===== config.mk =====
export PLATFORM = sky130hd
export DESIGN_NAME = ping_pong_sequencer
export DESIGN_NICKNAME = d
export VERILOG_FILES = /design/src/rtl/ping_pong_sequencer.sv
export SDC_FILE = /design/constraint.sdc
export NUM_CORES = 1
export LEC_CHECK = 0
export BUFFER_PORTS_ARGS = -buffer_cell sky130_fd_sc_hd__buf_2
export CELL_PAD_IN_SITES_DETAIL_PLACEMENT = 0
export CELL_PAD_IN_SITES_GLOBAL_PLACEMENT = 1
export CORE_UTILIZATION = 51
export DETAILED_ROUTE_END_ITERATION = 6
export PLACE_DENSITY = 0.82
export SLEW_MARGIN = 20
export SYNTH_ARGS = -nofsm -noshare
export SYNTH_HDL_FRONTEND = slang
export SYNTH_SLANG_ARGS = --single-unit

===== constraint.sdc =====
create_clock -name count_clk -period 5 [get_ports count_clk]
set_clock_uncertainty 0.05 [all_clocks]
set_input_delay 0.25 -clock count_clk [delete_from_list [all_inputs] [get_ports count_clk]]
set_output_delay 0.25 -clock count_clk [all_outputs]
set_load 0.01 [all_outputs]

===== src/rtl/ping_pong_sequencer.sv =====
// Segment scheduler for the ping-pong counter: walks a small (min, max, bounces)
// table, counts direction reversals and drives the counter's control inputs.
module ping_pong_sequencer #(
  parameter int unsigned DEPTH = 4,
  parameter int unsigned WIDTH = 4,
  parameter int unsigned BW    = 3,
  parameter int unsigned LOOP  = 0,
  localparam int unsigned AW   = (DEPTH > 1) ? $clog2(DEPTH) : 1
) (
  input  logic             count_clk,
  input  logic             filtered_rst,
  input  logic             cfg_we,
  input  logic [AW-1:0]    cfg_addr,
  input  logic [WIDTH-1:0] cfg_min,
  input  logic [WIDTH-1:0] cfg_max,
  input  logic [BW-1:0]    cfg_bounces,
  input  logic [AW-1:0]    seg_last,
  input  logic             start,
  input  logic             stop,
  input  logic             flip_req,
  input  logic             ctr_direction,
  output logic             ctr_enable,
  output logic             ctr_flip,
  output logic [WIDTH-1:0] ctr_max,
  output logic [WIDTH-1:0] ctr_min,
  output logic             ctr_rst_n,
  output logic [AW-1:0]    seg_idx,
  output logic             busy,
  output logic             done,
  output logic             error
);

  typedef enum logic [1:0] {
    IDLE = 2'd0,
    LOAD = 2'd1,
    RUN  = 2'd2,
    DONE = 2'd3
  } state_t;

  state_t           state_q, state_d;
  logic [WIDTH-1:0] tmin_q [DEPTH];
  logic [WIDTH-1:0] tmin_d [DEPTH];
  logic [WIDTH-1:0] tmax_q [DEPTH];
  logic [WIDTH-1:0] tmax_d [DEPTH];
  logic [BW-1:0]    tbnc_q [DEPTH];
  logic [BW-1:0]    tbnc_d [DEPTH];

  logic             ctr_enable_q, ctr_enable_d;
  logic             ctr_flip_q, ctr_flip_d;
  logic [WIDTH-1:0] ctr_max_q, ctr_max_d;
  logic [WIDTH-1:0] ctr_min_q, ctr_min_d;
  logic             ctr_rst_n_q, ctr_rst_n_d;
  logic [AW-1:0]    seg_idx_q, seg_idx_d;
  logic             busy_q, busy_d;
  logic             done_q, done_d;
  logic             error_q, error_d;
  logic [BW-1:0]    bcnt_q, bcnt_d;
  logic             prev_dir_q, prev_dir_d;
  logic             flip_mask_q, flip_mask_d;

  logic [WIDTH-1:0] cur_min, cur_max;
  logic [BW-1:0]    cur_bnc, bump;
  logic             bounce, seg_end;

  assign cur_min = tmin_q[seg_idx_q];
  assign cur_max = tmax_q[seg_idx_q];
  assign cur_bnc = tbnc_q[seg_idx_q];
  assign bump    = bcnt_q + BW'(1);
  // A reversal in the cycle after our own flip pulse is the flip, not a bounce.
  assign bounce  = (ctr_direction != prev_dir_q) && !flip_mask_q;
  assign seg_end = bounce && (cur_bnc != '0) && (bump == cur_bnc);

  // Next-state and registered-output logic.
  always_comb begin
    state_d      = state_q;
    tmin_d       = tmin_q;
    tmax_d       = tmax_q;
    tbnc_d       = tbnc_q;
    ctr_enable_d = ctr_enable_q;
    ctr_flip_d   = 1'b0;
    ctr_max_d    = ctr_max_q;
    ctr_min_d    = ctr_min_q;
    ctr_rst_n_d  = ctr_rst_n_q;
    seg_idx_d    = seg_idx_q;
    busy_d       = busy_q;
    done_d       = done_q;
    error_d      = error_q;
    bcnt_d       = bcnt_q;
    prev_dir_d   = prev_dir_q;
    flip_mask_d  = ctr_flip_q;

    if (cfg_we && !busy_q) begin
      tmin_d[cfg_addr] = cfg_min;
      tmax_d[cfg_addr] = cfg_max;
      tbnc_d[cfg_addr] = cfg_bounces;
    end

    unique case (state_q)
      IDLE: begin
        ctr_enable_d = 1'b0;
        ctr_rst_n_d  = 1'b1;
        busy_d       = 1'b0;
        done_d       = 1'b0;
        if (start) begin
          state_d   = LOAD;
          seg_idx_d = '0;
          error_d   = 1'b0;
        end
      end
      LOAD: begin
        ctr_max_d    = cur_max;
        ctr_min_d    = cur_min;
        ctr_rst_n_d  = 1'b0;
        ctr_enable_d = 1'b0;
        busy_d       = 1'b1;
        done_d       = 1'b0;
        bcnt_d       = '0;
        prev_dir_d   = 1'b1;
        if (cur_min >= cur_max) begin
          error_d = 1'b1;
          state_d = DONE;
        end else begin
          state_d = RUN;
        end
      end
      RUN: begin
        ctr_enable_d = 1'b1;
        ctr_rst_n_d  = 1'b1;
        busy_d       = 1'b1;
        done_d       = 1'b0;
        prev_dir_d   = ctr_direction;
        if (bounce) bcnt_d = bump;
        if (seg_end) begin
          if (seg_idx_q < seg_last) begin
            seg_idx_d = seg_idx_q + AW'(1);
            state_d   = LOAD;
          end else if (LOOP != 0) begin
            seg_idx_d = '0;
            state_d   = LOAD;
          end else begin
            state_d = DONE;
          end
        end else if (flip_req) begin
          ctr_flip_d = 1'b1;
        end
      end
      DONE: begin
        ctr_enable_d = 1'b0;
        ctr_rst_n_d  = 1'b1;
        busy_d       = 1'b0;
        done_d       = 1'b1;
        if (start) begin
          state_d   = LOAD;
          seg_idx_d = '0;
          error_d   = 1'b0;
          done_d    = 1'b0;
        end
      end
      default: state_d = IDLE;
    endcase

    // Stop overrides start, segment advance and any pending flip.
    if (stop) begin
      state_d      = IDLE;
      seg_idx_d    = '0;
      ctr_enable_d = 1'b0;
      ctr_flip_d   = 1'b0;
      ctr_rst_n_d  = 1'b1;
      busy_d       = 1'b0;
      done_d       = 1'b0;
    end
  end

  always_ff @(posedge count_clk or posedge filtered_rst) begin
    if (filtered_rst) begin
      state_q <= IDLE;
      for (int i = 0; i < int'(DEPTH); i++) begin
        tmin_q[i] <= '0;
        tmax_q[i] <= '1;
        tbnc_q[i] <= '0;
      end
      ctr_enable_q <= 1'b0;
      ctr_flip_q   <= 1'b0;
      ctr_max_q    <= '1;
      ctr_min_q    <= '0;
      ctr_rst_n_q  <= 1'b0;
      seg_idx_q    <= '0;
      busy_q       <= 1'b0;
      done_q       <= 1'b0;
      error_q      <= 1'b0;
      bcnt_q       <= '0;
      prev_dir_q   <= 1'b1;
      flip_mask_q  <= 1'b0;
    end else begin
      state_q      <= state_d;
      tmin_q       <= tmin_d;
      tmax_q       <= tmax_d;
      tbnc_q       <= tbnc_d;
      ctr_enable_q <= ctr_enable_d;
      ctr_flip_q   <= ctr_flip_d;
      ctr_max_q    <= ctr_max_d;
      ctr_min_q    <= ctr_min_d;
      ctr_rst_n_q  <= ctr_rst_n_d;
      seg_idx_q    <= seg_idx_d;
      busy_q       <= busy_d;
      done_q       <= done_d;
      error_q      <= error_d;
      bcnt_q       <= bcnt_d;
      prev_dir_q   <= prev_dir_d;
      flip_mask_q  <= flip_mask_d;
    end
  end

  assign ctr_enable = ctr_enable_q;
  assign ctr_flip   = ctr_flip_q;
  assign ctr_max    = ctr_max_q;
  assign ctr_min    = ctr_min_q;
  assign ctr_rst_n  = ctr_rst_n_q;
  assign seg_idx    = seg_idx_q;
  assign busy       = busy_q;
  assign done       = done_q;
  assign error      = error_q;

endmodule


==> results.md, run 1 <==
- Outcome: complete, no violations
- Final WL: 5930 um
- DR pass1 iterations: 4
- Sw Share: 0.316
- Delay of the slowest cell on the worst path: 0.88 ns
- Most common cell after layout, fill and taps aside: mux2_2
- TritonCTS Buffers: 9
- Clock Power Share: 0.212
- Most Crowded Layer GR: met2
- First-pass GRT wire length: 9610 um
- Worst path slowest cell: dfrtp_1
- Worst R2R Path Depth: 9
- Syn_area_per_cell: 14.6 sq um
- Flip-flop and latch count after synthesis: 67
- Minimum clock period: 3.05 ns
- Final GP Congestion: 0.748
- Worst-path fanout max: 16
- CP startpoint kind: flop
- DIE WIDTH: 80.2 um
- Final instance area: 0.00364 sq mm
- Htree depth: 3
- Global Route Usage Sum: 0.211
- Vias in the first global route: 1797
- GRT met2 Usage: 0.316
- Met1 usage: 0.284
- Met3 usage: 0.0432
- Instance count on the critical path: 9
- CP Cell Sequence: mux4_2, inv_1, ha_1, nand2b_1, a21o_1, a21o_1, a211oi_1, o31a_1, o21ai_2
- Clock buffer depth: 2
- Final setup fails: 0
- Max Cap Violations: 0
- Multi-input gate area: 0.00136 sq mm
- WP data required: 5.18 ns
- PortBufs: 37
- Sw power: 0.000749 W
- Largest net degree at the start of global routing: 68
- Hpwl dp: 3840 um
- DRC: 0
- Max rail drop VDD: 0.371 mV
- Top Ports: 38
- CP dominant cell by count: a21o_1
- CTS root buf: clkbuf_8
- Cts repair resizes: 0
- Sequential share of the synthesized area: 0.546
- Yosys top cell area share: 0.369
- Netlist cell types: 38
- Initial drt markers: 67
- # clock sinks: 67
- Period utilization: 0.610
- Combinational group share of total power: 0.361
- Area added between synthesis and finish: 16.7%
- Power per cell area: 652 mW/mm^2
- Unrepaired setup endpoints after global routing: no
- Mapped Area: 0.00312 sq mm
- Hold crit path type: input port to async pin
- Clock Latency Late Sink: 0.34 ns
- DR WL/cell: 17.6 um
- Synth warn: 0
- Most frequent cells in the layout: mux2_2, dfrtp_1, buf_2, dfstp_2, inv_1
- Leakage: 1.61 nW
- Sequential share of power: 0.427
- Initial antenna violation count: 0
- Vias per cell: 5.50
- Max-slew violation count: 0
- Final Hold Vio Count: 0
- Most area-hungry cell type in the Yosys netlist: dfrtp_1
- FF+latch area: 0.00170 sq mm
- Setup bufs post-CTS: 0
- Filler Cell Count: 494
- Fmax: 328 MHz
- Delay-heaviest family, CP: compound AO/OA/AOI/OAI gates
- Pint: 0.00162 W
- # rows: 28
- Layout cell share with drive strength beyond 1: 0.556
- Vias: 1847
- Synthesized Nets: 244
- Initial core utilization: 0.526
- Crit path capture type: flop
- Post-CTS Hold Buffers: 0
- Core ar.: 0.00592 sq mm
- Height of the die: 80.2 um
- Clock slew seen by the registers of the worst setup and hold paths: 0.07 ns
- Bufs and invs on worst path: 1
- Nets: 287
- Sum Neg Setup Slack: 0 ns
- DRT antenna net count: 0
- TritonCTS clock tree: done
- Total grt overflow: 0
- Max_slew headroom: 0.333
- Diode count: 0
- Measured slew at the worst slew-check pin: 0.996 ns
- Die Area: 0.00643 sq mm
- Ranking of synthesized cells by area: dfrtp_1, mux2_2, dfstp_2
- WP data arrival: 3.23 ns
- Post-Synthesis Cells: 213
- Post-DP Area: 0.00341 sq mm
- CP Class: flop to flop
==> routing by layer <==
layer / part of all wire / up-vias
met2: 0.46 / 37
met1: 0.48 / 940
met3: 0.030 / 14
met4: 0.031 / 0
li1: - / 856
met5: 0 / -
==> cell usage after synthesis <==
cell type and instances:
a2111oi_0 1, a211oi_1 1, a21o_1 3, a21oi_1 1, a31o_2 1, a32o_1 1
and2_1 2, and3_1 1, buf_1 1, buf_2 1, buf_6 1, clkbuf_1 5
dfrtp_1 46, dfstp_2 21, ha_1 9, inv_1 11, mux2_2 53, mux2i_1 2
mux4_1 2, mux4_2 9, nand2_1 5, nand2b_1 5, nand3_1 1, nand4b_1 1
nor2_1 5, nor2b_1 2, nor3_1 1, nor4b_1 1, nor4bb_1 2, o2111ai_1 1
o21a_1 2, o21ai_0 3, o21ai_2 1, o21bai_1 2, o31a_1 2, o31ai_1 2
xnor2_1 3, xor2_1 2
==> worst paths after layout <==
path / startpoint / to / slack [ns]
worst max-delay path: seg_idx[0] / state_q[0] / 1.95
worst min-delay path: filtered_rst / tmin_q[3] / 0.07
worst max register to register: seg_idx[0] / state_q[0] / 1.95
worst min register to register: ctr_flip / flip_mask_q / 0.33
max in group asynchronous: filtered_rst / tmin_q[8] / 4.25
min in group count_clk: flip_req / ctr_flip / 0.07
==> flip-flops by register name (all words and copies together) (netlist names), 2 cells and up <==
name	flops
state_q	2
bcnt_q	3
tmax_q	16
ctr_max	4
seg_idx	2
tmin_q	16
tbnc_q	12
ctr_min	4
==> kinds of logic after synthesis <==
group                      Yosys count  synth area share
AOI/OAI and AO/OA                   21            0.0506
xor gates and xnor gates             5            0.0141
adders and majority gates            9            0.0361
buffers and inverters               19            0.0257
DFF                                 67             0.546
muxes                               66             0.280
and+or+nand+nor                     26            0.0474
==> metrics by stage <==
step,std cells,power [W],setup WS (ns),hold WS (ns),utilization
global placement,320,0.00185,2.00,0.305,0.575
finish,336,0.00237,1.95,0.0735,0.614
CTS,336,0.00240,1.88,0.0628,0.614
global route,336,0.00253,1.70,0.0725,0.614
detailed placement,320,0.00188,1.94,0.315,0.575
floorplan,213,0.00165,2.26,0.272,-
==> power by group through the flow <==
| stage | clock, W | combinational (W) | sequential, W |
|---|---|---|---|
| final | 0.000504 | 0.000856 | 0.00101 |
| after global routing | 0.000536 | 0.000936 | 0.00106 |
| after floorplan | 0 | 0.000687 | 0.000962 |
| after global placement | 0 | 0.000841 | 0.00101 |
| after CTS | 0.000511 | 0.000868 | 0.00102 |
| after detailed placement | 0 | 0.000856 | 0.00102 |
==> worst min-delay path, delay by kind of cell <==
kind / cells / cell delay [ns]
buf+inv: 3 / 0.74
==> final cells by class <==
class,instances,area share
Clock inverter,5,0.0155
Sequential cell,67,0.468
Clock buffer,11,0.0478
Tap cell,75,0.0258
Inverter,11,0.0114
Multi-Input combinational cell,127,0.374
Timing Repair Buffer,40,0.0571
No activity file was read; power rests on OpenSTA's default activity.
==> run 2, diff against run 1 <==
--- a/config.mk
+++ b/config.mk
@@ -8,9 +8,9 @@
 export BUFFER_PORTS_ARGS = -buffer_cell sky130_fd_sc_hd__buf_2
 export CELL_PAD_IN_SITES_DETAIL_PLACEMENT = 0
 export CELL_PAD_IN_SITES_GLOBAL_PLACEMENT = 1
-export CORE_UTILIZATION = 51
+export CORE_UTILIZATION = 43
 export DETAILED_ROUTE_END_ITERATION = 6
-export PLACE_DENSITY = 0.82
+export PLACE_DENSITY = 0.74
 export SLEW_MARGIN = 20
 export SYNTH_ARGS = -nofsm -noshare
 export SYNTH_HDL_FRONTEND = slang
==> constraint.sdc (replaced) <==
create_clock -name count_clk -period 2.5 [get_ports count_clk]
set_clock_uncertainty 0.05 [all_clocks]
set_input_delay 0.125 -clock count_clk [delete_from_list [all_inputs] [get_ports count_clk]]
set_output_delay 0.125 -clock count_clk [all_outputs]
set_load 0.01 [all_outputs]
==> run 2 against run 1 <==
Compared with the run above: the run now ends with negative hold slack left; global-route usage decreased by 1.7 points; non-clock buffer count up 17; critical path depth grew 1; first-iteration DRC count up 3.0%; worst hold slack lost 0.10 ns; utilization shrank 6.5 points; routed wire length increased by 8.5%; die area increased by 18%; final cell count rose by 11%; clock-buffer cell count rose by 4; fmax is 27% higher; critical endpoint is now error; largest cell class unchanged.
==> results.md, run 2 (synthesized netlist as in run 1, its figures left out) <==
- Layout cell share with drive strength beyond 1: 0.594
- WP data arrival: 2.59 ns
- Final instance area: 0.00379 sq mm
- Global Route Usage Sum: 0.194
- # clock sinks: 67
- Vias in the first global route: 2093
- Max_slew headroom: 0.441
- Max-slew violation count: 0
- Final setup fails: 0
- PortBufs: 37
- Max rail drop VDD: 0.568 mV
- CP Class: flop to flop
- Power per cell area: 1300 mW/mm^2
- Inst Count DP: 354
- Initial antenna violation count: 0
- Delay of the slowest cell on the worst path: 0.52 ns
- Vias: 1893
- Clock slew seen by the registers of the worst setup and hold paths: 0.07 ns
- Most frequent cells in the layout: mux2_2, dfrtp_1, buf_2, dfstp_2, buf_4
- DRT antenna net count: 0
- Met3 usage: 0.0313
- Vias per cell: 5.06
- Setup WS pre-CTS: 0.0832 ns
- DR WL/cell: 17.2 um
- Outcome: finished with violations
- Initial drt markers: 69
- Crit path capture type: flop
- Height of the die: 87.1 um
- TritonCTS clock tree: done
- Clock buffer depth: 2
- TritonCTS Buffers: 9
- Most Crowded Layer GR: met2
- Final WL: 6440 um
- GRT met2 Usage: 0.317
- Hold crit path type: input port to async pin
- Clock Latency Late Sink: 0.34 ns
- Tot Pwr: 0.00492 W
- Filler Cell Count: 614
- Total grt overflow: 0
- Diode count: 0
- Crit path launch: seg_idx[0]
- Final GP Congestion: 0.742
- Sum Neg Setup Slack: 0 ns
- Final Hold Vio Count: 20
- Area added between synthesis and finish: 21.8%
- Minimum clock period: 2.40 ns
- # rows: 30
- WP data required: 2.69 ns
- Die Area: 0.00759 sq mm
- Worst setup margin: 0.0957 ns
- Measured slew at the worst slew-check pin: 0.838 ns
- Period utilization: 0.962
- Leakage: 1.67 nW
- Top Ports: 38
- Htree depth: 3
- Hold slack: -0.0268 ns
- Core ar.: 0.00691 sq mm
- DIE WIDTH: 87.1 um
- CTS root buf: clkbuf_8
- DRC: 0
- Largest net degree at the start of global routing: 68
- Worst-path fanout max: 5
- First-pass GRT wire length: 10700 um
- Nets: 304
- CP Cell Sequence: buf_6, mux4_2, inv_2, ha_4, a21o_1, a21o_1, a211oi_2, buf_4, o31ai_1, o31ai_1
- Fmax: 416 MHz
- Largest regs: tmax_q: 16 flops, tmin_q: 16 flops, tbnc_q: 12 flops
- Reg-to-reg critical path startpoint: seg_idx[0]
- Hpwl dp: 4430 um
- Final std cells w/o fill: 374
- CP startpoint kind: flop
- Max Cap Violations: 0
- Post-DP Area: 0.00353 sq mm
- DR pass1 iterations: 4
- Violated checks: negative hold slack
- Most common cell after layout, fill and taps aside: mux2_2
- Met1 usage: 0.254
- Initial core utilization: 0.451
- Worst path slowest cell: mux4_2
-- run 2: final cells by class --
cell class | count | area (sq um) | share of cell area
Sequential cell | 67 | 1710 | 0.449
Multi-Input combinational cell | 127 | 1390 | 0.366
Timing Repair Buffer | 57 | 347 | 0.0913
Clock buffer | 15 | 186 | 0.0491
Tap cell | 96 | 120 | 0.0317
Inverter | 11 | 41.3 | 0.0109
Clock inverter | 1 | 5.00 | 0.00132
-- run 2: path summary, 6_finish.rpt --
| path | endpoint | slack [ns] | cells past startpoint |
|---|---|---|---|
| max | error | 0.1 | 10 |
| max in group asynchronous | seg_idx[1] | 1.82 | 3 |
| min reg2reg | flip_mask_q | 0.32 | 0 |
| min in group count_clk | tmax_q[1] | 0.01 | 2 |
| min | tbnc_q[7] | -0.03 | 3 |
| max reg2reg | error | 0.1 | 10 |
-- run 2: critical path: cells and delay by family (launching register included) --
kind / cells / cell delay, ns
adders and majority gates: 1 / 0.19
AOI/OAI and AO/OA: 5 / 0.75
muxes: 1 / 0.52
buffers and inverters: 3 / 0.37
DFF: 1 / 0.43
-- run 2: timing repair --
item                                   CTS  global route
setup buffers                            0             1
endpoints found under the hold margin    4             0
hold buffers                             3             0
gates resized for setup                  0             8
setup endpoints to repair                0             3
-- run 2: where the power goes --
group,switching (W),internal [W],total [W]
sequential,0.000302,0.00168,0.00198
combinational,0.000884,0.00120,0.00208
clock,0.000395,0.000469,0.000864
-- run 2: metal layers --
layer  vias to the layer above  wire length (um)
li1                        897                 -
met2                        33              3160
met5                         -                 0
met4                         0               124
met1                       952              2990
met3                        11               166
-- run 2: through the flow --
stage | util | hold WS (ns)
floorplan | - | 0.147
global placement | 0.511 | 0.292
finish | 0.549 | -0.0268
detailed placement | 0.511 | 0.286
CTS | 0.543 | 0.00357
global route | 0.549 | 0.00557
